## src/rtl/hazard_stall_unit.sv

```systemverilog
// Hazard/stall generator: load-use, branch redirect, mem-wait and divider stalls.
// Optional perf counters are built when HAZARD_PERF_CNT_EN is defined.
module hazard_stall_unit #(
  parameter int DIV_LATENCY = 32,
  parameter int MEM_TIMEOUT = 255,
  parameter int REG_ADDR_W  = 5
) (
  input  logic                  clk,
  input  logic                  rst,
  input  logic [REG_ADDR_W-1:0] id_rs1,
  input  logic [REG_ADDR_W-1:0] id_rs2,
  input  logic                  id_rs1_used,
  input  logic                  id_rs2_used,
  input  logic [REG_ADDR_W-1:0] exe_rd,
  input  logic                  exe_mem_read,
  input  logic                  exe_branch_taken,
  input  logic                  div_start,
  input  logic                  flush,
  input  logic                  mem_req,
  input  logic                  mem_ack,
  output logic                  load_hazard,
  output logic                  branch_hazard,
  output logic                  stall_pipl,
  output logic                  div_done,
  output logic                  mem_timeout_err,
  output logic [31:0]           perf_stall_cnt,
  output logic [31:0]           perf_load_cnt
);

  localparam int DCW = $clog2(DIV_LATENCY);

  typedef enum logic [1:0] {
    MEM_IDLE,
    MEM_WAIT,
    MEM_ERR
  } mem_st_t;

  typedef enum logic [1:0] {
    DIV_IDLE,
    DIV_RUN,
    DIV_DONE
  } div_st_t;

  mem_st_t        mem_st;
  div_st_t        div_st;
  logic [7:0]     mem_cnt;
  logic [DCW-1:0] div_cnt;
  logic           mem_stall;
  logic           div_stall;
  logic           rs_match;

  assign mem_stall = (mem_st != MEM_ERR) & mem_req & ~mem_ack;

  // flush kills the divide in the same cycle it is seen
  assign div_stall = ~flush &
    ((div_st == DIV_RUN) | ((div_st == DIV_IDLE) & div_start));

  assign stall_pipl = mem_stall | div_stall;

  assign rs_match =
    (id_rs1_used & (id_rs1 == exe_rd)) |
    (id_rs2_used & (id_rs2 == exe_rd));

  assign load_hazard = ~stall_pipl & exe_mem_read &
    (exe_rd != '0) & rs_match;

  assign branch_hazard = exe_branch_taken & ~stall_pipl;

  assign div_done        = (div_st == DIV_DONE);
  assign mem_timeout_err = (mem_st == MEM_ERR);

  always_ff @(posedge clk) begin
    if (rst) begin
      mem_st  <= MEM_IDLE;
      mem_cnt <= '0;
    end else begin
      unique case (mem_st)
        MEM_IDLE: begin
          if (mem_stall) begin
            mem_st  <= MEM_WAIT;
            mem_cnt <= 8'd1;
          end
        end
        MEM_WAIT: begin
          if (mem_ack | ~mem_req)
            mem_st <= MEM_IDLE;
          else if (mem_cnt == 8'(MEM_TIMEOUT))
            mem_st <= MEM_ERR;
          else
            mem_cnt <= mem_cnt + 8'd1;
        end
        MEM_ERR:  mem_st <= MEM_IDLE;
        default:  mem_st <= MEM_IDLE;
      endcase
    end
  end

  always_ff @(posedge clk) begin
    if (rst) begin
      div_st  <= DIV_IDLE;
      div_cnt <= '0;
    end else if (flush) begin
      div_st <= DIV_IDLE;
    end else begin
      unique case (div_st)
        DIV_IDLE: begin
          if (div_start) begin
            div_st  <= DIV_RUN;
            div_cnt <= DCW'(DIV_LATENCY - 2);
          end
        end
        DIV_RUN: begin
          if (div_cnt == '0)
            div_st <= DIV_DONE;
          else
            div_cnt <= div_cnt - 1'b1;
        end
        // result is held until a concurrent mem stall lets the pipe advance
        DIV_DONE: begin
          if (!mem_stall)
            div_st <= DIV_IDLE;
        end
        default: div_st <= DIV_IDLE;
      endcase
    end
  end

`ifdef HAZARD_PERF_CNT_EN
  always_ff @(posedge clk) begin
    if (rst) begin
      perf_stall_cnt <= '0;
      perf_load_cnt  <= '0;
    end else begin
      if (stall_pipl)
        perf_stall_cnt <= perf_stall_cnt + 32'd1;
      if (load_hazard)
        perf_load_cnt <= perf_load_cnt + 32'd1;
    end
  end
`else
  assign perf_stall_cnt = '0;
  assign perf_load_cnt  = '0;
`endif

endmodule

```

## config.mk

```make
export PLATFORM = sky130hd
export DESIGN_NAME = hazard_stall_unit
export DESIGN_NICKNAME = d
export VERILOG_FILES = /design/src/rtl/hazard_stall_unit.sv
export SDC_FILE = /design/constraint.sdc
export NUM_CORES = 1
export LEC_CHECK = 0
export CAP_MARGIN = 0
export CORE_UTILIZATION = 37
export DETAILED_ROUTE_END_ITERATION = 8
export PLACE_DENSITY_LB_ADDON = 0.12
export SLEW_MARGIN = 20
export SYNTH_ARGS = -nofsm -noshare
export SYNTH_HDL_FRONTEND = slang
export SYNTH_SLANG_ARGS = --single-unit
```

## constraint.sdc

```tcl
create_clock -name clk -period 2.29 [get_ports clk]
set_clock_uncertainty 0.2 [all_clocks]
set_input_delay 0.458 -clock clk [delete_from_list [all_inputs] [get_ports clk]]
set_output_delay 0.458 -clock clk [all_outputs]
set_load 0.05 [all_outputs]
```

==> results of run 1 <==
[cells in the mapped netlist (all sizes together) (4+ instances only)]
master / number / area, µm²
nand2b: 4 / 25.0
buf: 65 / 485
nor2: 11 / 41.3
dfxtp: 17 / 340
and3: 5 / 31.3
nor3: 5 / 25.0
xor2: 8 / 70.1
nor2b: 6 / 37.5
a21oi: 9 / 45.0
inv: 5 / 18.8
nand4: 4 / 25.0
o21ai: 5 / 25.0
[metal layers]
layer	vias to the layer above	part of all wire
met4	0	0.0093
met3	2	0.052
met5	-	0
met2	56	0.52
met1	532	0.42
li1	581	-
[area by class of cell]
cell class	count	area, µm²	area share
inverter	5	18.8	0.0104
clock inverter	1	5.00	0.00278
clock buffer	3	41.3	0.0230
tap	48	60.1	0.0334
multi-input combinational	157	978	0.544
timing repair buffer	38	354	0.197
sequential	17	340	0.189
[per-stage QoR]
stage / utilization / setup WS (ns) / power, µW / TNS, ns / instances
floorplan: - / -0.0556 / 723 / -0.0556 / 246
global placement: 0.453 / -0.367 / 720 / -0.589 / 265
detailed placement: 0.453 / -0.376 / 723 / -0.725 / 265
CTS: 0.464 / 0.00217 / 947 / 0 / 269
global route: 0.477 / -0.0586 / 991 / -0.0586 / 269
finish: 0.477 / 0.0371 / 950 / 0 / 269
[worst min-delay path by stage]
| stage | end | slack [ns] |
|---|---|---|
| global placement | mem_cnt[1] | 0.27 |
| CTS | mem_cnt[1] | 0.27 |
| global route | mem_cnt[1] | 0.30 |
| detailed placement | mem_cnt[1] | 0.26 |
| floorplan | mem_cnt[1] | 0.24 |
| finish | mem_cnt[1] | 0.27 |
[cells by family (layout without fill, tap and decap cells)]
family,after synthesis,in the layout,synth area share
compound gates,28,28,0.137
buf+inv,72,47,0.342
other cells,1,64,0.00250
simple gates,52,52,0.211
fa+ha+maj,2,2,0.0167
xor+xnor,11,11,0.0643
flops,17,17,0.227
[repair_timing]
action	in CTS	in global routing
gates cloned	0	0
resized for setup	50	17
pin swaps	12	7
hold endpoints to repair	0	0
buffers inserted	0	0
setup endpoints to repair	3	2
[power groups by stage]
stage,Sequential (µW),Combinational [µW],Clock [µW]
after floorplan,322,401,0
after global placement,324,396,0
after detailed placement,324,399,0
after CTS,318,397,232
after global routing,320,428,243
final,318,407,225
[critical path, delay by kind of cell]
family | cells | cell delay [ns]
buffers and inverters | 3 | 0.54
AO/OA/AOI/OAI | 2 | 0.19
AND/OR/NAND/NOR | 1 | 0.40
[sequential cells by signal, indices dropped and copies added, names as in the netlist]
register / flops
mem_cnt: 8
div_cnt: 5
div_st: 2
mem_st: 2
[cell usage in the layout, fill, tap and decap left out, types with 2 or more instances in the layout]
cell	n
and3_1	5
buf_6	6
nand2b_1	4
nor2_2	2
o21ai_1	5
a21oi_1	9
nor3b_1	2
nor2b_1	5
nor4_2	2
clkbuf_8	3
nor3_1	5
xor2_1	4
xnor2_1	2
conb_1	64
nand4_1	4
xor2_2	4
dlymetal6s2s_1	2
buf_12	2
clkdlybuf4s50_1	6
buf_4	11
dlygate4sd2_1	5
buf_2	4
or4_1	2
ha_1	2
nand2_1	2
nor2_1	9
dfxtp_1	17
a311oi_1	3
inv_1	5
==> parameters.txt, run 1 <==
Parameter                              Value

Drt
  Number of vias per cell ... 4.35
  Drt first-iter violations ... 48
  Final WL ... ~2800 µm
  Routed WL per cell ... around 10 µm
  Vias ... about 1200
  Remaining number of nets flagged by the antenna check after routing ... 0
  Number of iterations in the first detailed-routing pass ... 4
  Number of design rule violations left after detail routing ... 0

Timing
  Pins Over Slew Limit ... 0
  Final hold viol count ... 0
  Period utilization ... 0.984
  Worst slew margin relative to its limit ... 0.653
  Final period demand of the worst path ... approximately 2.3 ns
  RSZ-0062 raised after global routing ... true
  Number of setup violations in the final report ... 0
  Final Hold Slack ... approximately 0.27 ns
  Highest Clock Rate ... about 440 MHz
  Transition time at the pin with the least slew margin ... roughly 0.52 ns

Final layout
  NumNets Final ... about 250
  Share of cells above drive strength 1 ... 0.204
  Antenna diode count ... 0
  Area grow syn2layout ... 20.0%
  Final cell area excluding filler cells ... around 1800 µm²
  Filler cells ... between 300 and 400

Worst setup path
  Destination of the critical timing path ... load_hazard
  Startpoint of the worst-slack reg-to-reg timing path ... div_cnt[0]
  Startpoint type of the worst setup path ... input port
  Master of the slowest instance on the critical path ... or4_1
  Worst Path Max Fanout ... 2
  Largest stage delay on the critical path ... about 0.4 ns
  Data arrival time of the worst path ... 1.59 ns
  Setup CP Type ... input port to primary output
  Endpoint of the worst register-to-register path ... div_cnt[4]
  Worst path required time ... between 1.5 and 2 ns
  Worst setup path start ... exe_rd[0]
  Number of cells on the worst reg-to-reg path ... 6
  CP Cell Sequence ... dlygate4sd2_1 -> or4_1 -> o21ai_1 -> buf_4 -> a211oi_4 -> buf_12
  Slack of the worst reg-to-reg path ... roughly 0.15 ns
  CP endpoint kind ... primary output

CTS
  Hold buffer count at CTS ... 0
  Clock-pin slew reported for the worst setup and hold paths after clock tree synthesis ... about 0.06 ns
  Total clock sinks ... 17
  H-tree Lvls ... 1
  Maximum buffer depth of the clock tree ... 2
  TritonCTS clock tree ... built
  Clock latency of the later-clocked register in the worst-skew pair ... ~0.25 ns
  Root Buffer Master ... clkbuf_8
  Number of CTS-inserted buffers ... 3

Run status
  Run status ... finished clean

Min path
  Number of instances on the worst hold path ... 2
  Hold/Removal Path Class ... flop to flop
  Critical hold path startpoint ... mem_cnt[1]

Floorplan
  Standard-cell row count ... 22
  Height of the die ... 65.6 µm
  Area inside the core boundary ... 3770 µm²
  Starting density of the core ... 0.397
  Number of top-level pins ... between 90 and 100
  Area of the die ... 4310 µm²
  Die Wd ... about 66 µm

Global routing
  All-Layer GR Usage ... 0.130
  Via count of the first global-routing pass ... 1025
  Global Route met3 Usage ... 0.0208
  Number of antenna violations at the first check in global routing ... 0
  Largest net degree at the start of global routing ... 13
  Global-route congestion overflow total ... 0
  Met1 Use GR ... 0.150
  Met2 layer usage reported by global route ... 0.245
  First-pass GRT wire length ... about 4300 µm
  Busiest layer in global routing ... met2

Logic synthesis
  Sequential element share of the synthesized area ... 0.227
  Flip-flop cell with the highest count after synthesis ... dfxtp_1
  Yosys cell types ... 39
  EDFF count, synth ... 0
  Post-synthesis cell area ... 1500 µm²
  Gate count of the mapped netlist ... around 180
  #FFs+latches synth ... 17
  Async SR Flop Fraction ... 0
  Synthesis warning total ... 0
  Syn_area_per_cell ... around 8 µm²

Place
  IO Port Bufs ... 29
  Global placement routability congestion ... between 0.8 and 0.9
  HPWL after detailed placement ... ~2300 µm
  Placed standard-cell area ... roughly 1700 µm²

Power and ir drop
  Switching part of the total ... 0.453
  Internal power ... roughly 520 µW
  Static power due to leakage ... roughly 0.00081 µW
  Power density over the cells ... 528 nW/µm²
  Sequential group share of total power ... 0.335
  Proportion of power drawn by the clock network ... 0.237
  Share of power burned in combinational logic ... 0.428
  IR Drop Worst-Case VDD ... between 0.2 and 0.25 mV
  Net load switching power ... roughly 430 µW

Job
  Max Cap Violations ... 0
Note: power is estimated with default switching activity, not from simulation.
==> run 2: changes to the inputs <==
--- a/config.mk
+++ b/config.mk
@@ -5,8 +5,8 @@
 export SDC_FILE = /design/constraint.sdc
 export NUM_CORES = 1
 export LEC_CHECK = 0
-export CAP_MARGIN = 0
-export CORE_UTILIZATION = 37
+export CAP_MARGIN = 40
+export CORE_UTILIZATION = 40
 export DETAILED_ROUTE_END_ITERATION = 8
 export PLACE_DENSITY_LB_ADDON = 0.12
 export SLEW_MARGIN = 20
==> constraint.sdc (replaced) <==
create_clock -name clk -period 2.78 [get_ports clk]
set_clock_uncertainty 0.2 [all_clocks]
set_input_delay 0.556 -clock clk [delete_from_list [all_inputs] [get_ports clk]]
set_output_delay 0.556 -clock clk [all_outputs]
set_load 0.05 [all_outputs]
==> run 2 against run 1 <==
Effect of this change: clock-buffer cell count grew 1; register-to-register slack gained 0.49 ns; clock power shrank 17%; via count grew 1.5%; critical endpoint unchanged.
==> parameters.txt, run 2 (synthesized netlist as in run 1, its figures left out) <==
Parameter                              Value

Run status
  Run status ... finished clean (unchanged)

CTS
  Root Buffer Master ... clkbuf_8 (unchanged)
  Clock-pin slew reported for the worst setup and hold paths after clock tree synthesis ... 0.07 ns (was 0.06 ns)
  # Post-CTS Setup Buffers ... 0 (unchanged)
  Maximum buffer depth of the clock tree ... 2 (unchanged)
  Total clock sinks ... 17 (unchanged)
  TritonCTS clock tree ... built (unchanged)
  Number of CTS-inserted buffers ... 3 (unchanged)
  Clock latency of the later-clocked register in the worst-skew pair ... 0.25 ns (about the same)
  H-tree Lvls ... 1 (unchanged)
  Hold buffer count at CTS ... 0 (unchanged)

Global routing
  Number of antenna violations at the first check in global routing ... 0 (unchanged)
  All-Layer GR Usage ... 0.150 (was 0.130)
  Via count of the first global-routing pass ... 1100 (was 1025)
  Global-route congestion overflow total ... 0 (unchanged)
  Largest net degree at the start of global routing ... 20 (was 13)
  First-pass GRT wire length ... 4800 µm (was 4340 µm)

Floorplan
  Number of top-level pins ... 94 (unchanged)
  Area inside the core boundary ... 3470 µm² (was 3770 µm²)
  Die Wd ... 63.2 µm (was 65.6 µm)
  Standard-cell row count ... 21 (was 22)
  Height of the die ... 63.2 µm (was 65.6 µm)
  Starting density of the core ... 0.432 (was 0.397)
  Area of the die ... 3990 µm² (was 4310 µm²)

Worst setup path
  Endpoint of the worst register-to-register path ... div_cnt[4] (unchanged)
  Number of cells on the worst reg-to-reg path ... 6 (unchanged)
  Worst path required time ... 2.02 ns (was 1.63 ns)
  Top delay family on crit path ... buffers and inverters (unchanged)
  Master of the slowest instance on the critical path ... or3b_1 (was or4_1)
  Largest stage delay on the critical path ... 0.46 ns (was 0.40 ns)
  Data arrival time of the worst path ... 1.95 ns (was 1.59 ns)
  Startpoint of the worst-slack reg-to-reg timing path ... div_cnt[0] (unchanged)
  Startpoint type of the worst setup path ... input port (unchanged)
  CP Cell Sequence ... clkdlybuf4s50_1 -> or3b_1 -> o31ai_2 -> a211oi_2 -> clkbuf_16 (was dlygate4sd2_1 -> or4_1 -> o21ai_1 -> buf_4 -> a211oi_4 -> buf_12)
  Number of buffers and inverters on the critical path ... 2 (was 3)
  Setup CP Type ... input port to primary output (unchanged)
  Worst setup path start ... mem_ack (was exe_rd[0])
  CP endpoint kind ... primary output (unchanged)
  Worst Path Max Fanout ... 3 (was 2)
  Slack of the worst reg-to-reg path ... 0.64 ns (was 0.15 ns)

Drt
  Drt first-iter violations ... 71 (was 48)
  Number of iterations in the first detailed-routing pass ... 5 (was 4)
  Routed WL per cell ... 11.2 µm (was 10.4 µm)
  Vias ... 1189 (was 1171)
  Number of design rule violations left after detail routing ... 0 (unchanged)
  Number of vias per cell ... 4.52 (was 4.35)
  Remaining number of nets flagged by the antenna check after routing ... 0 (unchanged)
  Final WL ... 2940 µm (was 2800 µm)

Final layout
  Final cell area excluding filler cells ... 1720 µm² (was 1800 µm²)
  Share of cells above drive strength 1 ... 0.0783 (was 0.204)
  Biggest regs ... mem_cnt x8, div_cnt x5 (unchanged)
  Most flop-heavy register ... mem_cnt (unchanged)
  Filler cells ... 355 (was 384)
  Final core utilization ... 0.496 (was 0.477)
  Number of flip-flops under the largest register name ... 8 (unchanged)
  Leading cell type in the layout, fill and taps excluded ... conb_1 (unchanged)
  Antenna diode count ... 0 (unchanged)
  Area grow syn2layout ... 14.9% (was 20.0%)
  NumNets Final ... 245 (was 249)
  Most frequent cells in the layout ... conb_1 (64), dfxtp_1 (17), clkdlybuf4s50_1 (15) (was conb_1 (64), dfxtp_1 (17), buf_4 (11))

Min path
  Endpoint of the worst hold-timing path ... mem_cnt[1] (unchanged)
  Number of instances on the worst hold path ... 2 (unchanged)
  Hold/Removal Path Class ... flop to flop (unchanged)
  Critical hold path startpoint ... mem_cnt[1] (unchanged)

Power and ir drop
  IR Drop Worst-Case VDD ... 0.302 mV (was 0.244 mV)
  Share of power burned in combinational logic ... 0.416 (was 0.428)
  Total chip power ... 766 µW (was 950 µW)
  Internal power ... 423 µW (was 519 µW)
  Proportion of power drawn by the clock network ... 0.243 (was 0.237)
  Switching part of the total ... 0.449 (was 0.453)
  Power density over the cells ... 445 nW/µm² (was 528 nW/µm²)
  Sequential group share of total power ... 0.341 (was 0.335)
  Static power due to leakage ... 0.000799 µW (was 0.000813 µW)
  Net load switching power ... 344 µW (was 430 µW)

Place
  Setup slack after placement ... -0.0807 ns (was -0.376 ns)
  Placed standard-cell area ... 1660 µm² (was 1710 µm²)
  IO Port Bufs ... 29 (unchanged)
  HPWL after detailed placement ... 2340 µm (was 2250 µm)
  Global placement routability congestion ... 0.892 (was 0.871)

Timing
  Highest Clock Rate ... about 370 MHz
  Final worst setup slack ... 0.0784 ns (was 0.0371 ns)
  Final period demand of the worst path ... between 2 and 3 ns
  Final hold viol count ... 0 (unchanged)
  Worst slew margin relative to its limit ... 0.535 (was 0.653)
  Pins Over Slew Limit ... 0 (unchanged)
  Period utilization ... 0.972
  Number of setup violations in the final report ... 0 (unchanged)
  Transition time at the pin with the least slew margin ... 0.695 ns (was 0.521 ns)

Job
  Max Cap Violations ... 0 (unchanged)
run 2: area by class of cell:
type / instances / area [µm²] / area share
Clock buffer: 4 / 45.0 / 0.0262
Multi-Input combinational cell: 157 / 900 / 0.523
Sequential cell: 17 / 340 / 0.198
Inverter: 5 / 18.8 / 0.0109
Timing Repair Buffer: 34 / 359 / 0.209
Tap cell: 46 / 57.6 / 0.0335
run 2: worst max-delay path by stage:
stage	to	cells past startpoint
6_report	load_hazard	5
5_1_grt	load_hazard	6
4_1_cts	load_hazard	6
3_5_place_dp	load_hazard	6
3_3_place_gp	load_hazard	6
2_1_floorplan	branch_hazard	3
run 2: metal layers:
metal / wire (µm) / track usage / up-vias
li1: - / - / 580
met1: 1160 / 0.162 / 552
met2: 1600 / 0.276 / 51
met3: 138 / 0.0435 / 6
met4: 40 / 0.0540 / 0
met5: 0 / 0 / -
run 2: power groups by stage:
stage	clock [µW]	combinational, µW	sequential, µW
floorplan	0	327	265
global placement	0	319	266
detailed placement	0	321	267
CTS	195	319	261
global route	204	334	263
finish	186	319	261
run 2: through the flow:
step	hold WS, ns	instances	setup TNS [ns]
final	0.280	263	0
after CTS	0.281	263	0
after floorplan	0.244	246	0
after global routing	0.340	263	-0.0183
after global placement	0.264	259	-0.0508
after detailed placement	0.272	259	-0.0807
run 2: worst reg2reg max path, stage by stage, from the launching register on:
cell and delay (ns):
dfxtp_1 0.35, inv_1 0.07, ha_1 0.24, nor4b_2 0.21
a2111oi_4 0.57, a21oi_1 0.14, a311oi_1 0.26
run 2: what timing repair did:
item,4_1_cts,5_1_grt
cloned,0,0
endpoints found under the setup margin,1,1
resized for setup,5,8
pin swaps,3,5
